## src/rtl/col_sum_resolver.sv

```systemverilog
// Serial carry resolver for compressor column counts: turns LSB-first per-column
// weights into a binary product word and hands it off over valid/ready.
module col_sum_resolver #(
  parameter int COLS  = 8,
  parameter int CNT_W = 3,
  parameter int P_W   = COLS + 3
) (
  input  logic             clk,
  input  logic             rst,
  input  logic             in_valid,
  output logic             in_ready,
  input  logic [CNT_W-1:0] col_cnt,
  output logic             out_valid,
  input  logic             out_ready,
  output logic [P_W-1:0]   p_data,
  output logic             busy,
  output logic             err
);

  localparam int IDX_W = $clog2(P_W);
  localparam int T_W   = ((CNT_W > 3) ? CNT_W : 3) + 1;

  typedef enum logic [1:0] {
    S_IDLE,
    S_ACCUM,
    S_FLUSH,
    S_DONE
  } state_e;

  state_e           state_q, state_d;
  logic [2:0]       carry_q, carry_d;
  logic [IDX_W-1:0] idx_q,   idx_d;
  logic [P_W-1:0]   acc_q,   acc_d;
  logic             err_q,   err_d;

  logic             accept;
  logic             illegal;
  logic [T_W-1:0]   t_sum;

  assign in_ready  = (state_q == S_IDLE) || (state_q == S_ACCUM);
  assign accept    = in_valid & in_ready;
  assign illegal   = col_cnt > CNT_W'(4);
  assign t_sum     = T_W'(col_cnt) + T_W'(carry_q);

  assign out_valid = (state_q == S_DONE);
  assign busy      = (state_q == S_ACCUM) || (state_q == S_FLUSH);
  assign p_data    = acc_q;
  assign err       = err_q;

  always_comb begin
    // NOTE: every next-state signal starts from its held value so no path leaves it unassigned (no latches).
    state_d = state_q;
    carry_d = carry_q;
    idx_d   = idx_q;
    acc_d   = acc_q;
    err_d   = err_q;

    unique case (state_q)
      S_IDLE, S_ACCUM: begin
        if (accept) begin
          acc_d[idx_q] = t_sum[0];
          carry_d      = 3'(t_sum >> 1);
          idx_d        = idx_q + IDX_W'(1);
          // The first column of a frame clears whatever error the previous frame left behind.
          err_d        = (state_q == S_IDLE) ? illegal : (err_q | illegal);
          state_d      = (idx_q == IDX_W'(COLS - 1)) ? S_FLUSH : S_ACCUM;
        end
      end
      S_FLUSH: begin
        // idx keeps walking past COLS, so the three carry bits land in the top of acc.
        acc_d[idx_q] = carry_q[0];
        carry_d      = carry_q >> 1;
        if (idx_q == IDX_W'(P_W - 1)) begin
          state_d = S_DONE;
        end else begin
          idx_d = idx_q + IDX_W'(1);
        end
      end
      S_DONE: begin
        if (out_ready) begin
          state_d = S_IDLE;
          acc_d   = '0;
          idx_d   = '0;
          carry_d = '0;
        end
      end
      default: state_d = S_IDLE;
    endcase
  end

  // NOTE: state registers use non-blocking assignments so every flop samples pre-edge values.
  always_ff @(posedge clk or posedge rst) begin
    if (rst) begin
      state_q <= S_IDLE;
      carry_q <= '0;
      idx_q   <= '0;
      acc_q   <= '0;
      err_q   <= 1'b0;
    end else begin
      state_q <= state_d;
      carry_q <= carry_d;
      idx_q   <= idx_d;
      acc_q   <= acc_d;
      err_q   <= err_d;
    end
  end

endmodule

```

## config.mk

```make
export PLATFORM = sky130hd
export DESIGN_NAME = col_sum_resolver
export DESIGN_NICKNAME = d
export VERILOG_FILES = /design/src/rtl/col_sum_resolver.sv
export SDC_FILE = /design/constraint.sdc
export NUM_CORES = 1
export LEC_CHECK = 0
export ABC_CLOCK_PERIOD_IN_PS = 2000
export CAP_MARGIN = 40
export CELL_PAD_IN_SITES_DETAIL_PLACEMENT = 1
export CELL_PAD_IN_SITES_GLOBAL_PLACEMENT = 1
export CORE_ASPECT_RATIO = 0.6
export CORE_MARGIN = 2
export CORE_UTILIZATION = 40
export CTS_CLUSTER_DIAMETER = 120
export CTS_CLUSTER_SIZE = 40
export DETAILED_ROUTE_END_ITERATION = 10
export PLACE_DENSITY = 0.78
export SLEW_MARGIN = 20
export SYNTH_ARGS = -nofsm -noshare
export SYNTH_HDL_FRONTEND = slang
export SYNTH_SLANG_ARGS = --single-unit
```

## constraint.sdc

```tcl
create_clock -name clk -period 2 [get_ports clk]
set_input_delay 0.3 -clock clk [delete_from_list [all_inputs] [get_ports clk]]
set_output_delay 0.3 -clock clk [all_outputs]
set_load 0.01 [all_outputs]
```

## After elaboration in Yosys (flattened, before gate mapping)

Index checks and enable logic that the tools add are counted.
Widths: inputs -> output; s select.

| cells by class | value |
|---|---|
| multiplexer cells | 20 |
| $add $sub $neg | 2 |
| reductions and logical operators | 9 |
| magnitude comparators | 3 |
| bitwise operators | 2 |
| eq/ne operators | 9 |

Operators by type and width:

| operator | count |
|---|---|
| $pmux 11 s3 | 1 |
| $bwmux 11 | 2 |
| $mux 11 | 2 |
| $mux 4 | 3 |
| $pmux 4 s3 | 1 |
| $pmux 3 s3 | 1 |
| $mux 2 | 4 |
| $mux 3 | 2 |
| $pmux 2 s3 | 1 |
| $reduce_and 3->1 | 2 |
| $lt 4x5->1 const B | 1 |
| $add 3x3->4 | 1 |
| $add 4x1->4 const B | 1 |
| $demux 1 s4 | 1 |
| $eq 2x2->1 const B | 2 |
| $eq 4x3->1 const B | 1 |
| $eq 4x4->1 const B | 1 |
| $ge 4x1->1 const B | 1 |
| $ne 2x1->1 const B | 2 |
| $ne 2x2->1 const B | 2 |
| $reduce_and 2->1 | 2 |
| $gt 3x3->1 const B | 1 |
| $eq 2x1->1 const B | 1 |
| $logic_not 2->1 | 1 |
| other kinds (6) | 8 |

| word-level totals | value |
|---|---|
| input port bits | 7 |
| output and inout bits | 15 |
| register bits | 21 |

## Depth between registers and ports, before layout

| depth | value |
|---|---|
| depth after elaboration | 7 |
| mapped depth | 6 |

## Worst setup path before layout

Ideal clock, no wire load.

| timing | value |
|---|---|
| path kind | register -> register |
| start | register state_q[1] |
| end | register idx_q[3] |
| period minus slack after synthesis | 1.767 ns |
| data arrival time | 1.641 ns |
| data required time | 1.874 ns |
| stages on the path, launching flop included | 6 |
| setup slack | 0.233 ns |
| buffers on the path | 0 |
| cell sequence | dfrtp_1 -> inv_1 -> ha_1 -> o21ba_2 -> a311o_1 -> a221o_1 |

| on the way | value |
|---|---|
| longest elaborated chain between the ends | 5 |
| elaborated cells between the ends (all ways) | 12 |
| those cells by class | eq/ne: 6; mux: 1; bitwise: 1; reduce/logical: 4 |

RTL lines:

| item | line | text |
|---|---|---|
| start, declared | 30 | `state_e state_q, state_d;` |
| start signal, assigned | 100 | `state_q <= state_d;` |
| $eq 2x1->1 / $logic_not 2->1 (equally long branches) | 40, 58 |  |
| $logic_or 1x1->1 | 40 | `assign in_ready = (state_q == S_IDLE) \|\| (state_q == S_ACCUM);` |
| $and 1x1->1 | 41 | `assign accept = in_valid & in_ready;` |
| $ne 2x2->1 (no line) | n/a |  |
| $reduce_and 3->1 (no line) | n/a |  |
| end signal, assigned | 102 | `idx_q <= idx_d;` |
| end, declared | 32 | `logic [IDX_W-1:0] idx_q, idx_d;` |

Parallel ways exist; a longest one is shown, timed or not.
A chain may end at the register's enable or synchronous reset.

## Worst setup path in the final report

| timing | value |
|---|---|
| start | register state_q[0] |
| end | register idx_q[0] |

The elaborated chain is that of the path after synthesis.

==> results.txt <==
----------------------------------------------------
[Outcome]
  Result of the run ... complete, no violations

[Die]
  Total die area ... 3740 um2
  Num ports ... 22
  Placement row count ... 15
  Chip Height ... 48.2 um
  Placeable core area ... just under 3000 um2
  Die Wd ... ~78 um
  Effective utilization at floorplan ... 0.436

[Detailed routing]
  Residual DRC count ... 0
  Number of vias after detailed routing ... ~1,100
  DR iter-0 viols ... 28
  Detailed-route wire length per cell ... about 17 um
  Number of routed nets with antenna violations ... 0
  Pre-Repair DR Iteration Count ... 4
  Post-detailed-route via-to-cell ratio ... between 5 and 6
  Post-Route WL ... roughly 3400 um

[STA]
  Total negative slack ... 0 ns
  Setup repair after global routing missed its margin ... no
  Period minus WS final ... between 1.5 and 2 ns
  Setup skew after layout ... around 0.0042 ns
  Max-slew headroom at the worst pin ... 0.638
  Final hold viol count ... 0
  Final worst-path cycle share ... 0.964
  Total setup violations reported at the end of the flow ... 0
  Final number of max-transition violations ... 0
  Achievable clock frequency ... 519 MHz
  Transition time at the pin with the least slew margin ... 0.543 ns

[Placed design]
  Total instance count after detailed placement ... 193
  Port Buf Inserts ... 21
  Placer congestion estimate ... between 0.7 and 0.8
  DP HPWL ... about 2700 um

[Global routing]
  Overflow left after global routing ... 0
  Global-route wire length before repair ... roughly 5900 um
  Vias in the first global route ... between 1,000 and 1,500
  Busiest grt layer ... met2
  Maximum number of pins on one net before global-route repair ... 22
  Met1 demand-to-capacity share in global routing ... 0.271
  Total routing resource utilization after global routing ... 0.206
  Global-route track usage on met2 ... 0.364
  Number of antenna violations at the first check in global routing ... 0
  Met3 demand-to-capacity share in global routing ... 0.0481

[Logic synthesis]
  Fraction of registers with async set or reset after synthesis ... 1.00
  Area fraction of the dominant cell type after synthesis ... 0.403
  Most frequent cell after synthesis ... dfrtp_1
  Cells taking the most area after synthesis ... dfrtp_1 (40%), ha_1 (12%), mux2i_1 (9.2%)
  Number of distinct library cells after synthesis ... 34
  Top post-synthesis cells by count ... dfrtp_1 (21), o21ai_0 (14), ha_1 (12), mux2i_1 (12), nand4_1 (12)
  Post-synth net total ... roughly 150
  Number of flops mapped to enable cells by yosys ... 0
  Number of standard cells after synthesis ... ~130
  Share of the yosys chip area belonging to registers ... 0.403
  Count of warnings emitted by yosys ... 0
  Cell type with the highest aggregate area in the netlist ... dfrtp_1
  Synthesized area per cell ... approximately 10 um2
  Synth Flop Type ... dfrtp_1
  Seq cells post-synth ... 21
  Netlist area before placement ... roughly 1300 um2

[Finish]
  Area growth, synth to finish ... 29.0%
  Antenna diode instance count ... 0
  Fillers ... 334
  Fraction of final layout cells with drive strength greater than 1 ... 0.138
  Number of nets at the end of the flow ... 180
  Final core utilization ... 0.563
  Final Instance Count excl. Fillers ... between 200 and 250

[Critical path]
  Slowest library cell on the worst path ... nor2b_1
  Family of cells with the greatest summed delay on the critical path ... simple AND/OR/NAND/NOR gates
  Crit. path cell count ... 5
  Data arrival time at the worst-slack endpoint ... between 2 and 2.5 ns
  Required time of the worst setup path ... ~2.2 ns
  Cell depth of the worst flop-to-flop path ... 5
  Type of destination of the critical path ... flop
  Type of the worst setup path ... flop to flop
  Register-to-register path setup slack ... slightly above 0.07 ns
  Largest stage delay on the critical path ... 0.43 ns
  Maximum fanout count along the critical path ... 6
  Crit start category ... flop
  CP Buf/Inv Count ... 1
  R2r startpoint ... state_q[0]
  Crit-path cells ... buf_4, ha_2, nor2b_1, a311o_1, mux2_2
  Critical Path Source ... state_q[0]

[CTS]
  Maximum count of clock buffers along a single path ... 2
  Number of hold buffers added after CTS ... 0
  Clock tree from TritonCTS ... built
  Clock root buffer ... clkbuf_8
  Number of buffers inserted during clock tree synthesis ... 3
  Clock transition time at the flip-flop clock pins of the worst setup and hold paths ... roughly 0.080 ns
  H-tree lvl count ... 1
  Total clock sinks ... 21
  Clock insertion delay at the later pin of the skew report ... ~0.26 ns

[Run]
  Maximum capacitance violations ... 0

[Worst hold path]
  Path category of the worst min-delay check ... input pin to asynchronous set/reset pin

[Pwr]
  Maximum vdd drop ... 0.685 mV
  Leakage power ... approximately 0.80 nW
  Pwr dens ... about 1500 nW/um2

----------------------------------------------------
stage by stage:
stage	total power, W	setup slack, ns	hold WS [ns]	instance area [um2]
6_report	0.00257	0.0715	0.370	1680
5_1_grt	0.00278	0.0119	0.416	1680
4_1_cts	0.00258	0.0127	0.383	1680
3_5_place_dp	0.00225	0.0605	0.470	1600
3_3_place_gp	0.00216	0.129	0.456	1600
2_1_floorplan	0.00163	0.233	0.277	1300
worst reg2reg max path: stages, from the launching register on:
cell and delay [ns]:
dfrtp_1 0.38, buf_4 0.12, ha_2 0.22, nor2b_1 0.43
a311o_1 0.31, mux2_2 0.36
where the power goes:
part / internal (W) / switching, W / total [W] / leakage, nW
sequential: 0.000611 / 0.000166 / 0.000777 / 0.262
combinational: 0.000735 / 0.000776 / 0.00151 / 0.516
clock: 0.000142 / 0.000136 / 0.000278 / 0.0228
total: 0.00149 / 0.00108 / 0.00257 / 0.801
worst paths after layout:
kind,endpoint
max,idx_q[0]
min reg2reg,err
max in group asynchronous,state_q[0]
max reg2reg,idx_q[0]
min in group clk,err
min,asynchronous set/reset pin
logic make-up after synthesis:
logic type,Yosys count,synth area share
simple gates,36,0.160
compound gates,31,0.152
flops,21,0.403
mux,14,0.110
fa+ha+maj,13,0.131
buf+inv,12,0.0375
xor+xnor,1,0.00673
routing by layer:
metal | vias up | part of all wire
li1 | 535 | -
met3 | 6 | 0.027
met2 | 14 | 0.48
met1 | 572 | 0.48
met4 | 0 | 0.011
met5 | - | 0
layout make-up:
class                      count  area, um2  share of cell area
clock buffer                   4       45.0              0.0268
inverter                       6       22.5              0.0134
multi-input combinational     95        733               0.436
sequential                    21        526               0.313
tap                           42       52.6              0.0313
timing repair buffer          33        302               0.179
cells in the final DEF (no fill, tap or decap), types with 4 or more instances in the layout:
cell type,count
nand2_1,4
clkdlybuf4s50_1,19
a21oi_1,4
mux2i_1,12
nor2b_1,4
buf_4,12
nor2_1,4
o21ai_0,14
nand4_1,12
inv_1,6
dfrtp_1,21
ha_1,10
timing repair:
action / CTS / global route
resized for setup: 2 / 2
gates cloned: 0 / 0
endpoints found under the setup margin: 2 / 2
buffers inserted: 4 / 0
Note: power is estimated with default switching activity, not from simulation.
